<file path="config.mk">
export PLATFORM = sky130hd
export DESIGN_NAME = mem_bus_arbiter4
export DESIGN_NICKNAME = d
export VERILOG_FILES = /design/src/rtl/mem_bus_arbiter4_pkg.sv /design/src/rtl/mem_bus_arbiter4_mux4_1.sv /design/src/rtl/mem_bus_arbiter4.sv
export SDC_FILE = /design/constraint.sdc
export NUM_CORES = 1
export LEC_CHECK = 0
export ABC_AREA = 1
export CORE_AREA = 2 2 158 160
export CTS_CLUSTER_SIZE = 10
export DETAILED_ROUTE_END_ITERATION = 10
export DIE_AREA = 0 0 160 162
export PLACE_DENSITY_LB_ADDON = 0.15
export SLEW_MARGIN = 20
export SYNTH_ARGS = -nofsm -noshare
export SYNTH_HDL_FRONTEND = slang
export SYNTH_HIERARCHICAL = 1
export SYNTH_SLANG_ARGS = --single-unit
</file>
<file path="constraint.sdc">
create_clock -name clk -period 2.53 [get_ports clk]
set_input_delay 0.506 -clock clk [delete_from_list [all_inputs] [get_ports clk]]
set_output_delay 0.506 -clock clk [all_outputs]
set_load 0.05 [all_outputs]
</file>
<file path="src/rtl/mem_bus_arbiter4_pkg.sv">
// Shared definitions for the four-way memory bus arbiter: state encoding,
// requester count and the round-robin winner selection.
package mem_bus_arbiter4_pkg;

  localparam int NREQ = 4;

  typedef enum logic {
    IDLE = 1'b0,
    BUSY = 1'b1
  } state_t;

  typedef struct packed {
    logic       found;
    logic [1:0] idx;
  } pick_t;

  // Return the first requester set when scanning ptr, ptr+1, ... (mod 4).
  // The scan runs from the farthest offset down so the nearest hit is the
  // last one written and therefore wins.
  function automatic pick_t rr_pick(input logic [1:0] ptr, input logic [NREQ-1:0] req);
    pick_t      r;
    logic [1:0] k;
    r = '0;
    for (int i = NREQ - 1; i >= 0; i--) begin
      k = ptr + 2'(i);
      if (req[k]) begin
        r.found = 1'b1;
        r.idx   = k;
      end
    end
    return r;
  endfunction

endpackage

</file>
<file path="src/rtl/mem_bus_arbiter4_mux4_1.sv">
// Plain 4:1 N-bit select used to steer requester address and write data
// onto the shared port.
module mux4_1 #(
  parameter int N = 32
) (
  input  logic [N-1:0] d0,
  input  logic [N-1:0] d1,
  input  logic [N-1:0] d2,
  input  logic [N-1:0] d3,
  input  logic [1:0]   ctrl,
  output logic [N-1:0] y
);

  // Select one of the four inputs by ctrl.
  always_comb begin
    y = d0;
    case (ctrl)
      2'd0: y = d0;
      2'd1: y = d1;
      2'd2: y = d2;
      2'd3: y = d3;
      default: y = d0;
    endcase
  end

endmodule

</file>
<file path="src/rtl/mem_bus_arbiter4.sv">
// Round-robin arbiter sharing one memory port among four requesters.
// A grant is held until mem_ready or until the timeout counter expires;
// one IDLE cycle always separates consecutive transactions.
module mem_bus_arbiter4
  import mem_bus_arbiter4_pkg::*;
#(
  parameter int AW      = 32,
  parameter int DW      = 32,
  parameter int TIMEOUT = 16
) (
  input  logic                 clk,
  input  logic                 rst_n,
  input  logic [NREQ-1:0]      req,
  input  logic [NREQ-1:0]      we_in,
  input  logic [NREQ*AW-1:0]   addr_in,
  input  logic [NREQ*DW-1:0]   wdata_in,
  output logic [NREQ-1:0]      gnt,
  output logic [1:0]           sel,
  output logic [NREQ-1:0]      ack,
  output logic [NREQ-1:0]      err,
  output logic [DW-1:0]        rdata,
  output logic                 mem_valid,
  output logic                 mem_we,
  output logic [AW-1:0]        mem_addr,
  output logic [DW-1:0]        mem_wdata,
  input  logic [DW-1:0]        mem_rdata,
  input  logic                 mem_ready
);

  // Counter must reach TIMEOUT-1; keep at least one bit when disabled.
  localparam int CW = (TIMEOUT == 0) ? 1 : $clog2(TIMEOUT + 1);
  localparam logic [CW-1:0] CNT_LAST = CW'((TIMEOUT == 0) ? 0 : TIMEOUT - 1);

  state_t          state_reg, state_next;
  logic [1:0]      ptr_reg, ptr_next;
  logic [1:0]      sel_reg, sel_next;
  logic [NREQ-1:0] gnt_reg, gnt_next;
  logic [CW-1:0]   cnt_reg, cnt_next;
  logic            done;
  logic            tmo;
  pick_t           pick;

  // State, pointer, grant and wait-counter registers.
  always_ff @(posedge clk or negedge rst_n) begin
    if (!rst_n) begin
      state_reg <= IDLE;
      ptr_reg   <= 2'd0;
      sel_reg   <= 2'd0;
      gnt_reg   <= '0;
      cnt_reg   <= '0;
    end else begin
      state_reg <= state_next;
      ptr_reg   <= ptr_next;
      sel_reg   <= sel_next;
      gnt_reg   <= gnt_next;
      cnt_reg   <= cnt_next;
    end
  end

  // Next-state: pick a winner in IDLE, finish on ready or timeout in BUSY.
  // mem_ready is tested first so it beats a coincident timeout.
  always_comb begin
    state_next = state_reg;
    ptr_next   = ptr_reg;
    sel_next   = sel_reg;
    gnt_next   = gnt_reg;
    cnt_next   = cnt_reg;
    done       = 1'b0;
    tmo        = 1'b0;
    pick       = rr_pick(ptr_reg, req);
    case (state_reg)
      IDLE: begin
        if (pick.found) begin
          sel_next   = pick.idx;
          gnt_next   = NREQ'(1) << pick.idx;
          cnt_next   = '0;
          state_next = BUSY;
        end
      end
      BUSY: begin
        if (mem_ready) begin
          done       = 1'b1;
          state_next = IDLE;
          gnt_next   = '0;
          ptr_next   = sel_reg + 2'd1;
        end else if ((TIMEOUT != 0) && (cnt_reg == CNT_LAST)) begin
          tmo        = 1'b1;
          state_next = IDLE;
          gnt_next   = '0;
          ptr_next   = sel_reg + 2'd1;
        end else begin
          cnt_next = cnt_reg + CW'(1);
        end
      end
      default: state_next = IDLE;
    endcase
  end

  assign gnt       = gnt_reg;
  assign sel       = sel_reg;
  assign mem_valid = (state_reg == BUSY);
  assign mem_we    = (state_reg == BUSY) & we_in[sel_reg];
  assign rdata     = mem_rdata;

  // Completion and timeout strobes go only to the granted requester.
  for (genvar gi = 0; gi < NREQ; gi++) begin : g_strobe
    assign ack[gi] = done & (sel_reg == 2'(gi));
    assign err[gi] = tmo  & (sel_reg == 2'(gi));
  end

  mux4_1 #(.N(AW)) u_addr_mux (
    .d0   (addr_in[0*AW +: AW]),
    .d1   (addr_in[1*AW +: AW]),
    .d2   (addr_in[2*AW +: AW]),
    .d3   (addr_in[3*AW +: AW]),
    .ctrl (sel_reg),
    .y    (mem_addr)
  );

  mux4_1 #(.N(DW)) u_wdata_mux (
    .d0   (wdata_in[0*DW +: DW]),
    .d1   (wdata_in[1*DW +: DW]),
    .d2   (wdata_in[2*DW +: DW]),
    .d3   (wdata_in[3*DW +: DW]),
    .ctrl (sel_reg),
    .y    (mem_wdata)
  );

endmodule

</file>
-- Word-level counts from Yosys, hierarchy flattened
Cells that the tools add are included.
- bits in registers: 14
- input port bits: 299
- output and inout bits: 112
- logic and storage cells: 75
- add/subtract/negate cells: 5
- $lt $le $gt $ge: 5
- eq/ne operators: 8
- shift-type cells: 1
- muxes and demuxes: 35
- bitwise gates (word level): 10
- reduce and logical (&&, ||, !) cells: 6
- operator list (operator ; number):
    one-hot mux 32 bit (4 select lines) ; 2
    less-than comparator 2 x 3 -> 1 bit, second input constant ; 5
    2-to-1 mux 5 bit ; 3
    2-to-1 mux 1 bit ; 13
    2-to-1 mux 3 bit ; 4
    2-to-1 mux 4 bit ; 3
    binary-select mux 1 bit (select 2 bit) ; 5
    one-hot mux 5 bit (2 select lines) ; 1
    bitwise AND 1 bit ; 9
    one-hot mux 4 bit (2 select lines) ; 1
    inequality test 2 bit, second input constant ; 3
    AND reduction 2 bit ; 3
    adder 5 x 1 -> 5 bit, second input constant ; 1
    == test 5 x 4 -> 1 bit, second input constant ; 1
    adder 2 x 1 -> 2 bit, second input constant ; 2
    adder 2 bit, second input constant ; 2
    == test 2 bit, second input constant ; 2
    2-to-1 mux 2 bit ; 2
    left shift 1 x 2 -> 4 bit, first input constant ; 1
    inequality test 3 x 2 -> 1 bit, second input constant ; 1
    AND reduction 3 bit ; 1
    == test 2 x 1 -> 1 bit, second input constant ; 1
    logical NOT 2 bit ; 1
    one-hot mux 1 bit (2 select lines) ; 1
    2 further kinds ; 2

-- Logic depth before layout (Yosys ltp)
- word-level depth: 10
- gate-level depth with buffers: 12

-- Hierarchy
Netlist, hierarchy kept.
- by module, submodules not included (module ; instances ; cells each ; area each (um^2)):
    mux4_1 ; 2 ; 186 ; 1078.5
    mem_bus_arbiter4 ; 1 ; 176 ; 1229.9

-- Least setup slack after synthesis
Ideal clock, no wire load.
- kind: reg2out
- start: register sel_reg[1] (netlist: sel[1])
- end: output mem_we
- arrival: 1.974 ns
- data required time: 2.024 ns
- path slack: 0.050 ns
- cell stages (with the launch flop): 5
- path buffers: 0
- cells stage by stage: dfrtp_1 inv_1 nor2_1 o21ai_0 a21oi_1
- word-level cells in the longest chain between the ends: 3
- RTL lines (item ; RTL line ; text):
    start, declared ; mem_bus_arbiter4.sv:36 ; logic [1:0] sel_reg, sel_next;
    start signal, assigned ; mem_bus_arbiter4.sv:54 ; sel_reg <= sel_next;
    binary-select mux 1 bit (select 2 bit) ; mem_bus_arbiter4.sv:102 ; assign mem_we = (state_reg == BUSY) & we_in[sel_reg];
    2-to-1 mux 1 bit (implied by the code) ; mem_bus_arbiter4.sv:102 ;
    bitwise AND 1 bit ; mem_bus_arbiter4.sv:102 ;
    end, declared ; mem_bus_arbiter4.sv:23 ; output logic mem_we,
No other way between the ends. The select of a mux whose other input is x is not followed.

-- Worst setup path in the final report
- start: register sel_reg[0] (netlist: sel[0])
- end: output mem_addr[10]
- word-level cells in the longest chain between the ends: 2
- elaborated cells on any way between the ends: 5
- those cells by class: eq/ne: 3; mux: 1; reduce/logical: 1
- RTL lines (item ; RTL line ; text):
    == test 2 bit, or another cell as far along ; mem_bus_arbiter4_mux4_1.sv:17 ; case (ctrl)
    one-hot mux 32 bit (4 select lines) * ; mem_bus_arbiter4_mux4_1.sv:17 ;
    end, declared ; mem_bus_arbiter4.sv:24 ; output logic [AW-1:0] mem_addr,
Mark *: on every way between the ends. The rest lies on a longest branch, timed or not.

==> impl_metrics.yaml <==
critical_path:
  critPathArrivalTime_ns: 1.83
  start_kind: "flop"
  critPathMaxFanout: 61
  worstSetupPathType: "reg2out"
  cp-end-kind: "output port"
  worstPathRequired_ns: 2.02
die:
  rows: 57
  ios: 411
  initial_utilization_pct: 14.05
  coreArea_sq_um: 24110
  die_area_sq_um: 25920
  die-height_um: 162
  die_w_um: 160
logic_synthesis:
  synth_top_area_share_pct: 27.78
  synth_warnings: 6
  synth_largest_area_cell: "nand3_1"
  synthCells: 548
  post_synth.cell_area_avg_sq_um: 6.181
  async_flop_share_pct: 100.0
  syn_area_sq_um: 3387
  synthTopCellsByCount: "nand3_1, nand2_1, nand4_1"
  ys_seq_elements: 14
  synth_most_common_cell: "nand3_1"
  yosysSeqAreaShare_pct: 10.34
  synth_edf_count: 0
  ys_types: 24
  syn_nets: 853
  synth-main-ff-cell: "dfrtp_1"
  netlist_top_cells_area: "nand3_1, nand4_1, nand2_1"
pwr:
  vdd_ir_drop_max_v: 0.0005165
  p_leak_nw: 2.990
  power.density_nw_per_um2: 1446
drt:
  dr.first_iter.drc_count: 295
  wire_per_inst_um: 18.32
  drtAntennaViolNets: 0
  viasPerCell: 4.345
  wirelength_um: 21220
  vias: 5032
  drc: 0
  firstDrtPassIters: 5
cells_and_area:
  diodes: 0
  largest_reg_flops: 5
  final_layout_size_suffix_gt1_share_pct: 16.31
  nets: 1140
  syn_to_final_growth_pct: 123.5
hold_path:
  hold_class: "reg2reg"
timing:
  setup_viol: 0
  relSlewSlack_pct: 57.00
  tightest_slew_ns: 0.6430
  finalCriticalPeriod_ns: 2.341
  setup_ws_ns: 0.1894
  setup_tns_ns: 0
  period_share_pct: 92.51
  hold_violations: 0
  drv_slew: 0
  skew_ns: 0.003596
  max_freq_mhz: 427.2
  rsz0062_at_grt: "false"
clocking:
  cts_buffer_depth: 2
  clock_latency_ns: 0.24
  hold_buffers: 0
  htreeDepth: 1
  cts_resized: 0
  cts_tree: "yes"
  clk_pin_slew_ns: 0.05
  cts_sinks: 14
  postCtsSetupBuffers: 0
  root_buffer: "clkbuf_16"
  cts_buffers: 3
job:
  drv_cap: 0
place:
  portBuffers: 346
  gp_congestion: 0.8658
  place_worst_setup_slack_ns: 0.3799
  hpwl_um: 17080
global_route:
  grt_pass1_wl_um: 31190
  grt_usage_pct: 15.30
  overflow: 0
  grt_start_max_net_pins: 62
  antenna_found_initial: 0
  grt_pass1_vias: 4976
status:
  status: "finished clean"
-- worst max-delay path: stages (launching register included) --
cell and delay (ns):
dfrtp_4 0.57, buf_12 0.22, nand3_1 0.17, nand4_1 0.31, buf_12 0.27
-- kinds of logic (layout without fill, tap and decap cells) --
logic type / after synthesis / in the layout / synth area share, %
xor+xnor: 1 / 1 / 0.2586
compound gates: 13 / 13 / 2.180
buf+inv: 107 / 393 / 23.53
simple gates: 407 / 407 / 61.47
fa+ha+maj: 6 / 6 / 2.216
flops: 14 / 14 / 10.34
-- per-stage QoR --
| step | area, sq um | total power, mW | utilization (%) | hold WS, ns | instances |
|---|---|---|---|---|---|
| 2_1_floorplan | 3387 | 6.177 | - | 0.2104 | 548 |
| 3_3_place_gp | 7481 | 10.79 | 31.03 | 0.5001 | 1154 |
| 3_5_place_dp | 7481 | 10.72 | 31.03 | 0.4996 | 1154 |
| 4_1_cts | 7570 | 11.08 | 31.40 | 0.5164 | 1158 |
| 5_1_grt | 7570 | 11.51 | 31.40 | 0.5298 | 1158 |
| 6_report | 7570 | 10.94 | 31.40 | 0.5122 | 1158 |
-- cell usage in the layout (no fill, tap or decap) --
master / n
clkdlybuf4s50_1: 271
nand3_1: 188
nand2_1: 106
buf_12: 78
nand4_1: 64
nand3_2: 22
inv_1: 20
nor2_1: 18
buf_4: 13
dfrtp_1: 12
o21ai_0: 6
nand2_2: 6
inv_2: 6
ha_1: 6
a21oi_1: 3
clkbuf_16: 3
o21ai_2: 2
dfrtp_4: 2
nor2_2: 2
nor3_1: 1
inv_6: 1
o21ai_1: 1
o22ai_1: 1
xor2_1: 1
clkbuf_8: 1
-- cell type report --
class	count	area (sq um)
multi-input cells	427	2240
well taps	324	405.4
flip-flops and latches	14	357.8
fillers	2614	16540
inverters	27	106.4
clock buffers	4	88.84
repair buffers	362	4372
-- worst paths after layout --
kind                            start           end  slack (ns)  depth (start not counted)
min in group asynchronous       rst_n    cnt_reg[0]        0.66                          1
min                            gnt[2]        gnt[2]        0.51                          2
max                            sel[0]  mem_addr[10]        0.19                          4
max in group asynchronous       rst_n        sel[1]        1.39                          1
max reg2reg                ptr_reg[0]    cnt_reg[0]        0.79                          8
min reg2reg                    gnt[2]        gnt[2]        0.51                          2
-- routing by layer --
| metal | wire length [um] | track usage, % | vias to the layer above |
|---|---|---|---|
| met2 | 10720 | 27.59 | 217 |
| met3 | 1515 | 3.447 | 30 |
| met1 | 8515 | 18.59 | 2315 |
| met4 | 461 | 3.358 | 0 |
| li1 | - | - | 2470 |
| met5 | 0 | 0 | - |
-- where the power goes --
group	total, mW	switching [mW]	leakage (nW)	internal [mW]
clock network	0.332	0.0922	0.0442	0.240
registers	0.476	0.155	0.175	0.321
logic	10.1	5.92	2.77	4.22
Note: power is estimated with default switching activity, not from simulation.
